==> src/rtl/ghostbus_pkg.sv <==
// ============================================================================
// Module      : ghostbus_pkg
// Description : Shared types and constants for the ghostbus host sequencer.
// Revision    : 1.0 - initial release
// ============================================================================
`default_nettype none

package ghostbus_pkg;

    localparam int c_DEF_AW     = 24;
    localparam int c_DEF_DW     = 32;
    localparam int c_RD_LAT_MAX = 15;
    localparam int c_LAT_CNT_W  = 4;

    typedef enum logic [1:0] {
        GB_IDLE   = 2'd0,
        GB_STROBE = 2'd1,
        GB_WAIT   = 2'd2,
        GB_RESP   = 2'd3
    } gb_host_state_t;

    // Counter preload for a read: zero means "capture in the strobe cycle".
    function automatic logic [c_LAT_CNT_W-1:0] lat_load(input int rd_lat);
        return c_LAT_CNT_W'(rd_lat - 1);
    endfunction

endpackage

`default_nettype wire

==> src/rtl/ghostbus_host_seq.sv <==
// ============================================================================
// Module      : ghostbus_host_seq
// Description : Ghostbus initiator; single-beat commands in, one strobe per
//               command, read data returned on a response port.
//               Optional macro GHOSTBUS_HOST_WRITE_ACK_EN adds write responses.
// Revision    : 1.0 - initial release
// ============================================================================
`default_nettype none

module ghostbus_host_seq
    import ghostbus_pkg::*;
#(
    parameter int AW     = c_DEF_AW,
    parameter int DW     = c_DEF_DW,
    parameter int RD_LAT = 1
) (
    input  logic          clk,
    input  logic          rst_n,
    input  logic          cmd_valid,
    output logic          cmd_ready,
    input  logic          cmd_we,
    input  logic [AW-1:0] cmd_addr,
    input  logic [DW-1:0] cmd_wdata,
    output logic          rsp_valid,
    input  logic          rsp_ready,
    output logic          rsp_we,
    output logic [DW-1:0] rsp_rdata,
    output logic [AW-1:0] gb_addr,
    output logic [DW-1:0] gb_wdata,
    output logic          gb_we,
    output logic          gb_re,
    input  logic [DW-1:0] gb_rdata,
    output logic          busy
);

    gb_host_state_t         state_q;
    logic [c_LAT_CNT_W-1:0] cnt_q;
    logic                   op_we_q;
    logic                   cmd_ready_q;
    logic                   rsp_valid_q;
    logic                   rsp_we_q;
    logic [DW-1:0]          rsp_rdata_q;
    logic [AW-1:0]          gb_addr_q;
    logic [DW-1:0]          gb_wdata_q;
    logic                   gb_we_q;
    logic                   gb_re_q;
    logic                   busy_q;

    // The latency counter is loaded on accept so the strobe cycle counts as
    // the first read-latency cycle; capture happens when it reaches zero.
    always_ff @(posedge clk or negedge rst_n) begin
        if (!rst_n) begin
            state_q     <= GB_IDLE;
            cnt_q       <= '0;
            op_we_q     <= 1'b0;
            cmd_ready_q <= 1'b0;
            rsp_valid_q <= 1'b0;
            rsp_we_q    <= 1'b0;
            rsp_rdata_q <= '0;
            gb_addr_q   <= '0;
            gb_wdata_q  <= '0;
            gb_we_q     <= 1'b0;
            gb_re_q     <= 1'b0;
            busy_q      <= 1'b0;
        end else begin
            gb_we_q <= 1'b0;
            gb_re_q <= 1'b0;
            case (state_q)
                GB_IDLE: begin
                    cmd_ready_q <= 1'b1;
                    if (cmd_valid && cmd_ready_q) begin
                        gb_addr_q   <= cmd_addr;
                        gb_wdata_q  <= cmd_wdata;
                        op_we_q     <= cmd_we;
                        gb_we_q     <= cmd_we;
                        gb_re_q     <= !cmd_we;
                        cnt_q       <= lat_load(RD_LAT);
                        cmd_ready_q <= 1'b0;
                        busy_q      <= 1'b1;
                        state_q     <= GB_STROBE;
                    end
                end
                GB_STROBE, GB_WAIT: begin
                    if (op_we_q) begin
`ifdef GHOSTBUS_HOST_WRITE_ACK_EN
                        rsp_valid_q <= 1'b1;
                        rsp_we_q    <= 1'b1;
                        rsp_rdata_q <= '0;
                        state_q     <= GB_RESP;
`else
                        cmd_ready_q <= 1'b1;
                        busy_q      <= 1'b0;
                        state_q     <= GB_IDLE;
`endif
                    end else if (cnt_q == '0) begin
                        rsp_rdata_q <= gb_rdata;
                        rsp_we_q    <= 1'b0;
                        rsp_valid_q <= 1'b1;
                        state_q     <= GB_RESP;
                    end else begin
                        cnt_q   <= cnt_q - 1'b1;
                        state_q <= GB_WAIT;
                    end
                end
                GB_RESP: begin
                    if (rsp_ready) begin
                        rsp_valid_q <= 1'b0;
                        cmd_ready_q <= 1'b1;
                        busy_q      <= 1'b0;
                        state_q     <= GB_IDLE;
                    end
                end
                default: begin
                    state_q <= GB_IDLE;
                end
            endcase
        end
    end

    assign cmd_ready = cmd_ready_q;
    assign rsp_valid = rsp_valid_q;
    assign rsp_we    = rsp_we_q;
    assign rsp_rdata = rsp_rdata_q;
    assign gb_addr   = gb_addr_q;
    assign gb_wdata  = gb_wdata_q;
    assign gb_we     = gb_we_q;
    assign gb_re     = gb_re_q;
    assign busy      = busy_q;

endmodule

`default_nettype wire

==> config.mk <==
export PLATFORM = sky130hd
export DESIGN_NAME = ghostbus_host_seq
export DESIGN_NICKNAME = d
export VERILOG_FILES = /design/src/rtl/ghostbus_pkg.sv /design/src/rtl/ghostbus_host_seq.sv
export SDC_FILE = /design/constraint.sdc
export NUM_CORES = 1
export LEC_CHECK = 0
export CORE_AREA = 5 5 101 103
export CTS_CLUSTER_DIAMETER = 200
export CTS_CLUSTER_SIZE = 28
export DETAILED_ROUTE_END_ITERATION = 7
export DIE_AREA = 0 0 106 108
export HOLD_SLACK_MARGIN = 0.06
export PLACE_DENSITY = 0.94
export SYNTH_ARGS = -nofsm -noshare
export SYNTH_HDL_FRONTEND = slang
export SYNTH_SLANG_ARGS = --single-unit
==> constraint.sdc <==
create_clock -name clk -period 3.8 [get_ports clk]
set_input_delay 0.76 -clock clk [delete_from_list [all_inputs] [get_ports clk]]
set_output_delay 0.76 -clock clk [all_outputs]
set_load 0.1 [all_outputs]
==> results.ini <==
[hold_path]
hp-class=flop to flop
hold_path_end=gb_wdata[29]
min_delay_path_depth=1
worstHoldStart=gb_wdata[29]

[synthesis]
avgSynthCellArea_um2=16.2
syn_area_um2=4060
yosysMostFrequentCell=dfrtp_1
synthTopCellsByCount=dfrtp_1, mux2_2, mux2_4
ys_warn_count=0
synth.area.top_cells=dfrtp_1, mux2_2, mux2_4
synth_area_leader_cell=dfrtp_1
synthFlopType=dfrtp_1
synth-seq-cells=100
yosysTopAreaCellShare=0.617
yosysSeqAreaShare=0.617
syn-num-nets=348
yosysUniqueCellTypes=33
synth_cells=250
async_flop_share=1.00
synth_edf_count=0

[drt]
dr.pass1.iters=4
drtIter0Drc=49
totalWireLength_um=10200
drtAntennaViolNets=0
wire_per_inst_um=18.4
post-route-drc-count=0
via_count=2779
via_per_inst=5.03

[setup_path]
critical_path_class=flop to output port
slowest_delay_ns=1.19
path_depth=1
critPathTopFamily=buffers and inverters
worst_ep_required_time_ns=3.04
end_kind=output port
crit_chain=clkdlybuf4s50_1
start_kind=flop
reg2regPathDepth=5
worst-path-max-fanout=6
rr_endpoint=rsp_rdata[24]
r2r_slack_ns=1.55
r2r_start=state_q[1]
cpMaxStageDelayCell=clkdlybuf4s50_1
critical_path_buf_inv_count=1
crit_arrival_ns=1.98

[clocking]
clock-root-buffer=clkbuf_8
cts_max_level=3
cts_buffers=9
clock-sinks=100
cts_tree=done
path_clk_slew_ns=0.09
cts_setup_buffers=0
clk_latency_ns=0.35
ctsResizeCount=0
clock_path_buffers=2
hold_buffers=0

[floorplan]
rows=35
initial_core_util=0.445
chipHeight_um=108
core_area_um2=9110
io_pins=187
dieArea_um2=11400
die_w_um=106

[timing]
setup_viol=0
fin_setup_tns_ns=0
max_slew_margin=0.284
finalHoldViolations=0
drv_slew=0
finalCritPeriodShare=0.722
tightest_slew_ns=1.07
rsz0062_at_grt=false
skew_ns=0.0110
min_period_ns=2.74
fmax_ghz=0.364

[placed_design]
globalplace.congestion=0.742
hpwlAfterDp_um=7840
port_buffers=185

[global_route]
antenna_found_initial=0
grt_pass1_vias=2938
grt_max_degree=89
grt_pass1_wl_um=15900
overflow=0
track_usage=0.179

[finish]
fillers=646
area_delta_synth_final_pct=52.7
final_layout_size_suffix_gt1_frac=0.260
diodes=0
nNetsFinal=536

[run]
max-cap-violations=0

[status]
outcome=finished, final reports clean

[stage by stage]
| stage | setup slack (ns) | std cells | instance area, um^2 | utilization | hold WS, ns |
|---|---|---|---|---|---|
| floorplan | 1.76 | 250 | 4060 | - | 0.464 |
| global placement | 1.02 | 538 | 6010 | 0.659 | 0.487 |
| detailed placement | 0.951 | 538 | 6010 | 0.659 | 0.492 |
| CTS | 1.03 | 553 | 6190 | 0.680 | 0.514 |
| global route | 1.01 | 553 | 6190 | 0.680 | 0.531 |
| finish | 1.06 | 553 | 6190 | 0.680 | 0.510 |
[routing by layer]
| metal | track usage | part of all wire | vias up |
|---|---|---|---|
| met5 | 0 | 0 | - |
| met4 | 0.0749 | 0.026 | 0 |
| met3 | 0.0615 | 0.090 | 19 |
| met2 | 0.311 | 0.50 | 139 |
| met1 | 0.201 | 0.38 | 1376 |
| li1 | - | - | 1245 |
[logic make-up (layout without fill, tap and decap cells)]
kind of cell    Yosys count  after routing  share of synthesized area
flops                   100            100                      0.617
mux                      93             93                      0.285
other cells               1              1                   0.000924
compound gates           12             12                     0.0225
fa+ha+maj                 5              5                     0.0154
simple gates             21             21                     0.0330
buf+inv                  18            210                     0.0259
[cells in the final DEF (no fill, tap or decap), types with 2 or more instances in the layout]
cell type | netlist | layout
clkdlybuf4s50_1 | 0 | 184
dfrtp_1 | 100 | 100
mux2_2 | 61 | 61
mux2_4 | 30 | 30
clkbuf_8 | 0 | 9
inv_1 | 7 | 7
nor2_1 | 5 | 5
ha_1 | 5 | 5
a31oi_1 | 3 | 3
buf_4 | 2 | 3
nor2b_1 | 2 | 2
nand3_1 | 3 | 2
mux2i_1 | 2 | 2
nor3_1 | 2 | 2
inv_6 | 0 | 2
[layout make-up]
class	count	area, um^2	share of cell area
clock buffer	10	128	0.0206
timing repair buffer	188	1880	0.304
multi-input combinational	132	1450	0.235
tap	111	139	0.0224
sequential	100	2500	0.404
clock inverter	5	61.3	0.00990
inverter	7	26.3	0.00424
[how the worst max path moves through the flow]
stage	start	end	slack, ns
3_3_place_gp	cmd_valid	cnt_q[3]	1.02
3_5_place_dp	cmd_valid	cnt_q[3]	0.95
2_1_floorplan	cmd_ready	cnt_q[3]	1.76
6_report	cmd_ready	cmd_ready	1.06
5_1_grt	cmd_ready	cmd_ready	1.01
4_1_cts	cmd_ready	cmd_ready	1.03
[registers in the layout, summed over array words and instances, names as in the netlist]
register and flops:
cmd_ready 1, cnt_q 4, op_we_q 1, state_q 2, gb_re 1, gb_we 1
rsp_valid 1, gb_wdata 32, busy 1, rsp_rdata 32, gb_addr 24
Power is not shown: default switching activity piles up to over one toggle a cycle in this logic, so the estimate is an artifact.
